$ cat config.mk
export PLATFORM = sky130hd
export DESIGN_NAME = gray_seq_ctrl
export DESIGN_NICKNAME = d
export VERILOG_FILES = /design/src/rtl/gray_seq_pkg.sv /design/src/rtl/gray_seq_ctrl_enc.sv /design/src/rtl/gray_seq_ctrl.sv
export SDC_FILE = /design/constraint.sdc
export NUM_CORES = 1
export LEC_CHECK = 0
export CORE_MARGIN = 2
export CORE_UTILIZATION = 28
export DETAILED_ROUTE_END_ITERATION = 8
export PLACE_DENSITY = 0.58
export RECOVER_POWER = 50
export SKIP_CTS_REPAIR_TIMING = 1
export SLEW_MARGIN = 30
export SYNTH_ARGS = -nofsm -noshare
export SYNTH_HDL_FRONTEND = slang
export SYNTH_SLANG_ARGS = --single-unit
export TNS_END_PERCENT = 30
$ cat constraint.sdc
create_clock -name clk -period 2.5 [get_ports clk]
set_input_delay 0.5 -clock clk [delete_from_list [all_inputs] [get_ports clk]]
set_output_delay 0.5 -clock clk [all_outputs]
set_load 0.02 [all_outputs]
$ cat src/rtl/gray_seq_pkg.sv
// Shared constants for the Gray-code sequencer.
// State encodings and the default count width.
package gray_seq_pkg;

  localparam int WIDTH_DEF = 4;

  localparam logic [1:0] ST_IDLE = 2'd0;
  localparam logic [1:0] ST_RUN  = 2'd1;
  localparam logic [1:0] ST_DONE = 2'd2;

endpackage

$ cat src/rtl/gray_seq_ctrl_enc.sv
// Binary to reflected Gray code converter.
// Pure combinational, no state.
module gray_enc #(
  parameter int WIDTH = 4
) (
  input  logic [WIDTH-1:0] bin,
  output logic [WIDTH-1:0] gray
);

  // adjacent-bit xor gives the reflected code
  assign gray = bin ^ (bin >> 1);

endmodule

$ cat src/rtl/gray_seq_ctrl.sv
// Streams a first..last binary count and its Gray code
// over a valid/ready handshake, once or wrapping.
module gray_seq_ctrl
  import gray_seq_pkg::*;
#(
  parameter int WIDTH = WIDTH_DEF
) (
  input  logic             clk,
  input  logic             rst_n,
  input  logic             start,
  input  logic             stop,
  input  logic [WIDTH-1:0] cfg_first,
  input  logic [WIDTH-1:0] cfg_last,
  input  logic             cfg_wrap,
  input  logic             out_ready,
  output logic             out_valid,
  output logic [WIDTH-1:0] out_bin,
  output logic [WIDTH-1:0] out_gray,
  output logic             out_last,
  output logic             busy,
  output logic             done
);

  logic [1:0]       st;
  logic [WIDTH-1:0] cnt;
  logic [WIDTH-1:0] first_q;
  logic [WIDTH-1:0] last_q;
  logic             wrap_q;
  logic             dir_q;
  logic             run;
  logic             at_last;
  logic             xfer;

  assign run     = (st == ST_RUN);
  assign at_last = (cnt == last_q);
  assign xfer    = run & out_ready;

  // FSM, counter and config latches
  always_ff @(posedge clk) begin
    if (!rst_n) begin
      st      <= ST_IDLE;
      cnt     <= '0;
      first_q <= '0;
      last_q  <= '0;
      wrap_q  <= 1'b0;
      dir_q   <= 1'b0;
    end else begin
      case (st)
        ST_IDLE: begin
          if (start) begin
            st      <= ST_RUN;
            cnt     <= cfg_first;
            first_q <= cfg_first;
            last_q  <= cfg_last;
            wrap_q  <= cfg_wrap;
            dir_q   <= (cfg_first > cfg_last);
          end
        end
        ST_RUN: begin
          if (stop) begin
            st <= ST_IDLE;
          end else if (xfer) begin
            if (!at_last) begin
              if (dir_q)
                cnt <= cnt - WIDTH'(1);
              else
                cnt <= cnt + WIDTH'(1);
            end else if (wrap_q) begin
              cnt <= first_q;
            end else begin
              st <= ST_DONE;
            end
          end
        end
        ST_DONE: st <= ST_IDLE;
        default: st <= ST_IDLE;
      endcase
    end
  end

  gray_enc #(
    .WIDTH (WIDTH)
  ) u_enc (
    .bin  (cnt),
    .gray (out_gray)
  );

  // outputs decoded from registered state
  always_comb begin
    out_valid = run;
    busy      = run;
    done      = (st == ST_DONE);
    out_bin   = cnt;
    out_last  = run & at_last;
  end

endmodule

==> impl_metrics.ini <==
[timing]
hold_ws_ns = 0.4679
hold_violations = 0
period_minus_slack_ns = 2.371
rsz0062_at_grt = no
relSlewSlack_pct = 49.47
timing.final.crit_share_pct = 94.86
final_max_slew_viol_count = 0
max_freq_ghz = 0.4217
setup_tns_ns = 0
tightest_slew_ns = 0.7580
fin_skew_ns = 0.007621
setup_viol = 0

[final_layout]
regArea_sq_um = 322.8
layout_commonest_cell = clkdlybuf4s50_1
fin_nets = 169
area_growth_pct = 35.32
antennaDiodeCount = 0
final_util_pct = 39.77
multi_input_area_sq_um = 606.8
final_cell_mix = clkdlybuf4s50_1 (24), nand2_1 (22), dfxtp_1 (14)
final_cells = 193
drive_above_1_share_pct = 8.163
nFillCells = 361

[detailed_routing]
vias_per_cell = 4.560
drc = 0
dr.pass1.iters = 4
drt-total-wl_microns = 2500
wl_per_cell_microns = 12.95
vias = 880
drt_iter0_drc = 27
ant_nets = 0

[clock_tree]
clk_pin_slew_ns = 0.10
cts-root-buf = clkbuf_4
cts_tree = built
htreeDepth = 1
cts.sinks = 16
cts-buffers-inserted = 3
clk_latency_ns = 0.29
cts_buffer_depth = 2

[hold_path]
hold_path.class = register to register
min_to = first_q[0]$_SDFFE_PN0P_
whs_path_depth = 2
min-delay-start = first_q[0]$_SDFFE_PN0P_

[synth]
seq_area_frac_synth_pct = 32.41
yosysTopAreaCellShare_pct = 32.41
synth_cells = 117
synth_edf_count = 0
synth_async_sr_flop_share_pct = 0
synth_nets = 138
yosys-top-cells-area = dfxtp_1 (32%), nand2_1 (8.4%), a21boi_0 (7.6%)
yosysUniqueCellTypes = 33
yosysWarnings = 0
synth.ff_latch_count = 16
synth_area_sq_um = 988.4
synth-main-ff-cell = dfxtp_1
avgSynthCellArea_sq_um = 8.448
yosys.area.top_type = dfxtp_1

[grt]
grt_pass1_vias = 930
antenna_found_initial = 0
grt_max_degree = 13
overflow = 0
grt_pass1_wl_microns = 4057
grt_use_total_pct = 12.88

[critical_path]
cp.required_ns = 2.00
crit_path_end_kind = primary output
r2r_start = out_bin[0]$_SDFFE_PN0P_
critPathMaxFanout = 7
start_kind = register
reg2reg_to = out_bin[3]$_SDFFE_PN0P_
critPathArrivalTime_ns = 1.87
setup.worst_path.class = register to primary output
reg2reg_depth = 6
rrSetupSlack_ns = 0.41

[power]
vdd_ir_drop_max_mv = 0.1920
cellLeakagePower_nw = 0.5403
p_per_area_nw_per_um2 = 559.3

[placement]
dp_hpwl_microns = 1927
numPortBuffers = 25
gp_congestion = 0.7777
placed_cells = 189

[job]
maxCapViolations = 0

[floorplanning]
coreArea_sq_um = 3363
dieWidth_microns = 63.42
num_rows = 21
dieHeight_microns = 63.42
dieArea_sq_um = 4021
ios = 26
initial_core_util_pct = 29.39

[run_status]
status = finished clean
==> sequential cells by signal, indices dropped and copies added (netlist names) <==
register,cells
st,2
last_q,4
out_bin,4
dir_q,1
wrap_q,1
first_q,4
==> worst max-delay path by stage <==
stage / to / from / slack, ns
after floorplan: out_last / out_bin[1]$_SDFFE_PN0P_ / 0.69
after global placement: out_last / out_bin[0]$_SDFFE_PN0P_ / 0.42
after detailed placement: dir_q$_SDFFE_PN0P_ / cfg_last[1] / 0.38
after CTS: out_last / out_bin[0]$_SDFFE_PN0P_ / 0.07
after global routing: out_last / last_q[2]$_SDFFE_PN0P_ / 0.04
final: out_last / out_bin[0]$_SDFFE_PN0P_ / 0.13
==> where the power goes <==
part	switching (W)	internal (W)
Clock	0.0000834	0.0000887
Combinational	0.000146	0.000133
Sequential	0.0000208	0.000276
Total	0.000251	0.000498
==> logic make-up (layout without fill, tap and decap cells) <==
family / count (synthesis) / count (layout) / share of synthesized area, %
AOI/OAI and AO/OA: 34 / 34 / 23.54
xor gates and xnor gates: 10 / 10 / 8.860
adders and majority gates: 7 / 7 / 9.620
buffers and inverters: 12 / 42 / 5.316
DFF: 16 / 16 / 32.41
muxes: 1 / 1 / 1.013
and+or+nand+nor: 37 / 37 / 19.24
==> layout make-up <==
type / instances / area share (%)
clock buffers: 4 / 2.713
inverters: 8 / 2.245
multi-input cells: 89 / 45.37
flip-flops and latches: 16 / 24.13
well taps: 46 / 4.303
repair buffers: 30 / 21.23
==> cell usage after synthesis (2+ instances only) <==
| cell | count |
|---|---|
| o21ai_0 | 4 |
| o21a_1 | 3 |
| o211ai_1 | 2 |
| clkbuf_1 | 2 |
| dfxtp_1 | 16 |
| ha_1 | 6 |
| nand2_1 | 22 |
| buf_4 | 2 |
| a21oi_1 | 7 |
| xor2_1 | 4 |
| nor2_1 | 3 |
| inv_1 | 8 |
| a21boi_0 | 10 |
| nor2b_1 | 2 |
| xnor2_1 | 6 |
| nand2b_1 | 3 |
==> critical path, stage by stage, from the launching register on <==
cell             delay, ns
dfxtp_2               0.38
xnor2_1               0.27
nand4_4               0.13
nor2_1                0.17
clkdlybuf4s50_1       0.63
==> metrics by stage <==
step / total power [W] / setup WS, ns / area, sq um
2_1_floorplan: 0.0004705 / 0.6863 / 988.4
3_3_place_gp: 0.0005863 / 0.4181 / 1311
3_5_place_dp: 0.0005906 / 0.3793 / 1311
4_1_cts: 0.0007627 / 0.06725 / 1348
5_1_grt: 0.0007945 / 0.03731 / 1338
6_report: 0.0007481 / 0.1286 / 1338
==> per-layer routing <==
layer,up-vias,track usage (%),share of wire (%)
met3,2,2.321,4.5
li1,456,-,-
met4,0,4.076,0.56
met5,-,0,0
met1,403,14.38,43
met2,19,24.34,52
Note: power is estimated with default switching activity, not from simulation.
